--- config.mk ---
export PLATFORM = sky130hd
export DESIGN_NAME = fetch_unit
export DESIGN_NICKNAME = d
export VERILOG_FILES = /design/src/rtl/fetch_unit.sv
export SDC_FILE = /design/constraint.sdc
export NUM_CORES = 1
export LEC_CHECK = 0
export ABC_AREA = 0
export BUFFER_PORTS_ARGS = -buffer_cell sky130_fd_sc_hd__buf_2
export CORE_MARGIN = 8
export CORE_UTILIZATION = 42
export CTS_BUF_LIST = sky130_fd_sc_hd__clkbuf_16
export CTS_CLUSTER_DIAMETER = 200
export DETAILED_ROUTE_END_ITERATION = 16
export HOLD_SLACK_MARGIN = 0.03
export PLACE_DENSITY = 0.66
export SKIP_CTS_REPAIR_TIMING = 1
export SLEW_MARGIN = 20
export SYNTH_ARGS = -nofsm -noshare
export SYNTH_HDL_FRONTEND = slang
export SYNTH_SLANG_ARGS = --single-unit
--- constraint.sdc ---
create_clock -name clock -period 3.25 [get_ports clock]
set_input_delay 0.325 -clock clock [delete_from_list [all_inputs] [get_ports clock]]
set_output_delay 0.325 -clock clock [all_outputs]
set_load 0.05 [all_outputs]
--- src/rtl/fetch_unit.sv ---
// fetch_unit: instruction fetch front end.
// A pc register addresses an asynchronous ROM; each returned word is pushed,
// together with its address, into a small show-ahead buffer drained by decode.
// Redirects flush the buffer and restart fetch at a new target.
//
// Build option: define FETCH_ALIGN_CHECK_EN to treat a misaligned redirect
// target as a sticky fault (fetch stops until reset). Without it the low two
// bits of the redirect target are simply cleared and the unit never faults.
//
// Handshake toward decode: a head entry transfers on a rising edge where
// instr_valid and instr_ready are both high; while instr_valid is high and
// instr_ready is low, instr_data/instr_pc hold their value; instr_valid never
// depends on instr_ready.

module fetch_unit #(
    parameter int                WIDTH    = 32,
    parameter logic [WIDTH-1:0]  RESET_PC = '0,
    parameter int                DEPTH    = 4
) (
    input  logic             clock,
    input  logic             reset,
    output logic [WIDTH-1:0] rom_address,
    input  logic [WIDTH-1:0] rom_rdata,
    input  logic             redirect_valid,
    input  logic [WIDTH-1:0] redirect_pc,
    output logic             instr_valid,
    input  logic             instr_ready,
    output logic [WIDTH-1:0] instr_data,
    output logic [WIDTH-1:0] instr_pc,
    output logic             fetch_fault,
    output logic [0:0]       fsm_state
);

    localparam int PW = $clog2(DEPTH);

    localparam logic [0:0]  ST_RUN     = 1'b0;
    localparam logic [0:0]  ST_FAULT   = 1'b1;
    localparam logic [PW:0] COUNT_FULL = (PW+1)'(DEPTH);

    logic [0:0]       state;
    logic [WIDTH-1:0] pc;
    logic [PW-1:0]    head;
    logic [PW-1:0]    tail;
    logic [PW:0]      count;
    logic             push;
    logic             pop;
    logic             misaligned;
    logic [WIDTH-1:0] target;

    logic [WIDTH-1:0] data_mem [DEPTH];
    logic [WIDTH-1:0] pc_mem   [DEPTH];

    // Redirect target decode: either flag a misaligned target or round it down.
`ifdef FETCH_ALIGN_CHECK_EN
    assign misaligned = redirect_valid && (redirect_pc[1:0] != 2'b00);
    assign target     = redirect_pc;
`else
    assign misaligned = 1'b0;
    assign target     = redirect_pc & ~WIDTH'(3);
`endif

    // Handshake and push/pop qualification; a redirect suppresses both.
    // A full buffer never pushes, even if the head is popped in the same cycle.
    always_comb begin
        instr_valid = 1'b0;
        pop         = 1'b0;
        push        = 1'b0;
        instr_valid = (count != '0) && !redirect_valid;
        pop         = instr_valid && instr_ready;
        push        = (state == ST_RUN) && (count != COUNT_FULL) && !redirect_valid;
    end

`ifdef FETCH_ALIGN_CHECK_EN
    logic fault_q;

    // Run/fault state: a misaligned redirect while running stops fetch for good.
    always_ff @(posedge clock) begin
        if (reset) begin
            state   <= ST_RUN;
            fault_q <= 1'b0;
        end else if (misaligned && (state == ST_RUN)) begin
            state   <= ST_FAULT;
            fault_q <= 1'b1;
        end
    end

    assign fetch_fault = fault_q;
`else
    // Run/fault state: without alignment checking the unit always runs.
    always_ff @(posedge clock) begin
        if (reset) begin
            state <= ST_RUN;
        end
    end

    assign fetch_fault = 1'b0;
`endif

    // Program counter: reset value, redirect target, or sequential advance.
    // Once faulted, redirects flush but leave pc where it stopped.
    always_ff @(posedge clock) begin
        if (reset) begin
            pc <= RESET_PC;
        end else if (redirect_valid) begin
            if ((state == ST_RUN) && !misaligned) begin
                pc <= target;
            end
        end else if (push) begin
            pc <= pc + WIDTH'(4);
        end
    end

    // Buffer bookkeeping: pointers wrap naturally since DEPTH is a power of two.
    always_ff @(posedge clock) begin
        if (reset || redirect_valid) begin
            head  <= '0;
            tail  <= '0;
            count <= '0;
        end else begin
            if (push) begin
                tail <= tail + PW'(1);
            end
            if (pop) begin
                head <= head + PW'(1);
            end
            case ({push, pop})
                2'b10:   count <= count + (PW+1)'(1);
                2'b01:   count <= count - (PW+1)'(1);
                default: count <= count;
            endcase
        end
    end

    // Buffer storage: contents are don't-care until written, so no reset.
    always_ff @(posedge clock) begin
        if (push) begin
            data_mem[tail] <= rom_rdata;
            pc_mem[tail]   <= pc;
        end
    end

    assign rom_address = pc;
    assign instr_data  = data_mem[head];
    assign instr_pc    = pc_mem[head];
    assign fsm_state   = state;

endmodule

-- Word-level counts from Yosys, hierarchy flattened
Memories as Yosys holds them, arrays and structs flattened. A register that Yosys moved wholly into a read port is not among the register bits.
Cells that the tools add are included.
- equal/unequal tests: 3
- $add $sub $neg: 5
- multiplexer cells: 9
- reduce and logical (&&, ||, !) cells: 8
- operators with widths (kind ; number):
    $mux 32 ; 2
    $add 32x3->32 const B ; 1
    $mux 2 ; 4
    $pmux 3 s2 ; 1
    $add 2x1->2 const B ; 2
    $reduce_bool 2->1 ; 2
    $add 3x1->3 const B ; 1
    $logic_and 1x1->1 ; 3
    $ne 3x3->1 const B ; 1
    $reduce_bool 3->1 ; 1
    $sub 3x1->3 const B ; 1
    $eq 2x1->1 const B ; 1
    $eq 2x2->1 const B ; 1
    $mux 1 ; 2
    $logic_not 1->1 ; 1
    $logic_or 1x1->1 ; 1
- output and inout bits: 99
- memories kept: 2
- RAM bits: 256
- bits in registers: 39
- word-level logic and storage cells: 31
- memories (memory ; depth ; bits a word ; rd ports ; clocked after Yosys merged registers in ; wr ports ; line ; RTL):
    data_mem ; 4 ; 32 ; 1 ; 1 ; 1 ; 50 ; logic [WIDTH-1:0] data_mem [DEPTH];
    pc_mem ; 4 ; 32 ; 1 ; 1 ; 1 ; 51 ; logic [WIDTH-1:0] pc_mem [DEPTH];

-- Depth between registers and ports, before layout
- depth in word-level cells: 5
- mapped depth: 9
- depth with buffers taken out: 8

-- Least setup slack after synthesis
No wires, ideal clock.
- path kind: input port to flip-flop
- start: in redirect_valid
- end: mem data_mem[0][0] (enable)
- stages on the path: 4
- setup time: 0.427 ns
- setup slack: 0.293 ns
- data arrival time: 2.530 ns
- path through: clkinv_1 -> clkbuf_1 -> clkbuf_1 -> and3_1
- word-level cells in the longest chain between the ends: 4
- ends and longest elaborated chain (what ; line ; RTL):
    start, declared ; 24 ; input logic redirect_valid,
    $logic_not 1->1 ; 70 ; push = (state == ST_RUN) && (count != COUNT_FULL) && !redirect_valid;
    $logic_and 1x1->1 ; 70 ;
    $mux 1 ; 136 ; if (push) begin
    $mux 1 (not written as such) ; 137 ; data_mem[tail] <= rom_rdata;
    end, declared ; 50 ;
Every way passes these cells.

==> flow_metrics.env <==
export IMPL_clkTransAtPathRegs_ps=60
export IMPL_grt_max_degree=46
export IMPL_ys_seq_area_frac=0.7287
export IMPL_hp_class="in2reg"
export IMPL_clkPwrFrac=0.401
export IMPL_initial_core_util=0.4237
export IMPL_synth_area_mm2=0.01129
export IMPL_synth_seq_cells=287
export IMPL_grt_usage=0.1494
export IMPL_finalMaxSlewViolations=0
export IMPL_peakVddDrop_mv=0.3092
export IMPL_p_comb_frac=0.092
export IMPL_avgSynthCellArea_um2=18.45
export IMPL_max_freq_mhz=382.9
export IMPL_post_drt_wl_per_cell_um=21.19
export IMPL_io_buffers=158
export IMPL_p_leak_nw=4.753
export IMPL_synth_flop_cell="edfxtp_1"
export IMPL_synthCells=612
export IMPL_wl_um=25090
export IMPL_pre_cts_slack_ps=938.9
export IMPL_die_area_mm2=0.03239
export IMPL_fin_nets=891
export IMPL_std_cell_rows=60
export IMPL_synthArstFlopShare=0
export IMPL_reg2reg_from="rom_address[4]"
export IMPL_design_core_area_mm2=0.02665
export IMPL_synth_edf_count=248
export IMPL_skew_ps=13.50
export IMPL_fin_area_mm2=0.01386
export IMPL_post_dp_cell_area_mm2=0.01252
export IMPL_die_w_um=180.0
export IMPL_crit_type="reg2out"
export IMPL_synth_top_area_cell="edfxtp_1"
export IMPL_cts_made_buffers=31
export IMPL_antenna_found_initial=1
export IMPL_hold_violations=0
export IMPL_drc=0
export IMPL_die_h_um=180.0
export IMPL_clk_path_buf_depth=3
export IMPL_tightest_slew_ps=710.2
export IMPL_grt_setup_unrepaired="false"
export IMPL_cts_root_buf="clkbuf_16"
export IMPL_yosys_warnings=0
export IMPL_hp_start="redirect_pc[20]"
export IMPL_p_per_area_mw_per_mm2=604.8
export IMPL_hpwl_um=15990
export IMPL_synth_most_common_cell="edfxtp_1"
export IMPL_intPower_mw=6.349
export IMPL_drive_above_1_share=0.3527
export IMPL_fin_ws_ps=638.5
export IMPL_syn_to_final_growth_pct=22.74
export IMPL_insertion_delay_ps=550
export IMPL_maxCapViolCount=0
export IMPL_critPathLaunchType="flip-flop"
export IMPL_yosysUniqueCellTypes=52
export IMPL_dr_first_iter_drc_count=350
export IMPL_cp_max_fo=23
export IMPL_grt_overflow_total=0
export IMPL_final_antenna_net_count=0
export IMPL_cts_sinks=287
export IMPL_slew_headroom=0.5236
export IMPL_io_pins=167
export IMPL_setup_violations=0
export IMPL_outcome="finished clean"
export IMPL_final_core_util=0.5200
export IMPL_synth_top_area_share=0.6596
export IMPL_required_ps=2920
export IMPL_p_sw_mw=2.032
export IMPL_period_needed_ps=2612
export IMPL_first_global_vias=6537
export IMPL_tns_ps=0
export IMPL_cts_tree="done"
export IMPL_p_seq_frac=0.507
export IMPL_critPathArrivalTime_ps=2290
export IMPL_power_share_switching=0.2425
export IMPL_dr_pass1_iters=4
export IMPL_grt_pass1_wl_um=38290
export IMPL_synth_area_leaders="edfxtp_1 (66%), mux4_2 (12%), dfxtp_1 (6.9%)"
export IMPL_vias=6361
export IMPL_h_tree_depth=1
export IMPL_gp_congestion=0.7631
export IMPL_fill_cells=2176
export IMPL_crit_path_end_kind="output pin"
export IMPL_vias_per_cell=5.372
export IMPL_fin_crit_sh=0.8035
export IMPL_synthTopCellsByCount="edfxtp_1 (248), mux4_2 (62), dfxtp_1 (39)"
cell usage in the layout, fill, tap and decap left out, types with 6 or more instances in the layout:
cell type	netlist	final
o21ai_0	13	13
or3_1	8	8
buf_12	0	7
clkbuf_16	0	31
dfxtp_1	39	37
buf_4	7	6
o31ai_1	8	8
clkinv_1	1	10
ha_1	6	6
mux4_2	62	62
nand3_1	16	16
inv_1	5	8
xnor2_1	8	8
a311oi_1	13	13
buf_2	9	158
and3_1	10	6
clkinv_2	0	7
xor2_1	6	6
nand4_1	13	13
edfxtp_1	248	248
dlygate4sd3_1	0	35
or4_1	11	11
conb_1	1	6
nor2_1	31	31
nand2_1	19	19
a211oi_1	6	6
area by class of cell:
class                      count  area [µm²]  share of cell area
antenna                        1       2.502           0.0001806
clock buffer                  31       775.7             0.05598
clock inverter                27       211.5             0.01526
inverter                       6       22.52            0.001625
multi-input combinational    285        2858              0.2062
sequential                   287        8235              0.5943
tap                          341       426.7             0.03079
timing repair buffer         206        1326             0.09570
cell families (layout without fill, tap and decap cells):
family | count (synthesis) | in the layout | synth area share
AO/OA/AOI/OAI | 57 | 57 | 0.03768
AND/OR/NAND/NOR | 140 | 140 | 0.07048
adder cells (fa/ha/maj) | 6 | 6 | 0.006649
multiplexers | 62 | 62 | 0.1237
other | 1 | 7 | 0.0003321
XOR/XNOR | 14 | 14 | 0.01086
buffers and inverters | 45 | 270 | 0.02161
flip-flops | 287 | 287 | 0.7287
through the flow:
step           cells  hold WS (ps)  power [mW]
4_1_cts         1148        -42.61       8.450
6_report        1184         42.39       8.381
3_3_place_gp    1090         479.4       5.060
5_1_grt         1184         31.43       8.678
3_5_place_dp    1090         486.5       5.072
2_1_floorplan    617         423.9       4.827
power by group through the flow:
stage	combinational [mW]	sequential [mW]	clock (mW)
2_1_floorplan	0.434	4.39	0
3_3_place_gp	0.739	4.32	0
3_5_place_dp	0.743	4.33	0
4_1_cts	0.744	4.25	3.45
5_1_grt	0.812	4.27	3.60
6_report	0.769	4.25	3.36
layer usage:
layer,track usage,wire (µm),vias to the layer above
li1,-,-,2927
met4,0.04235,469,0
met1,0.2015,11250,3193
met3,0.03750,1519,42
met2,0.2376,11850,199
met5,0,0,-
sequential cells by signal, indices dropped and copies added (netlist names), named ones only:
signal       count
pc_mem         120
tail             2
head             2
rom_address     30
count            3
data_mem       128
worst paths after layout:
kind	to	slack, ps	cells past startpoint
setup reg to reg	rom_address[12]	860	4
hold / removal	rom_address[20]	40	3
hold reg to reg	tail[1]	500	2
setup / recovery	instr_pc[18]	640	3
worst max-delay path, stage by stage (launching register included):
cell and delay [ps]:
dfxtp_4 640, buf_12 280, mux4_2 550, buf_2 230
Note: power is estimated with default switching activity, not from simulation.
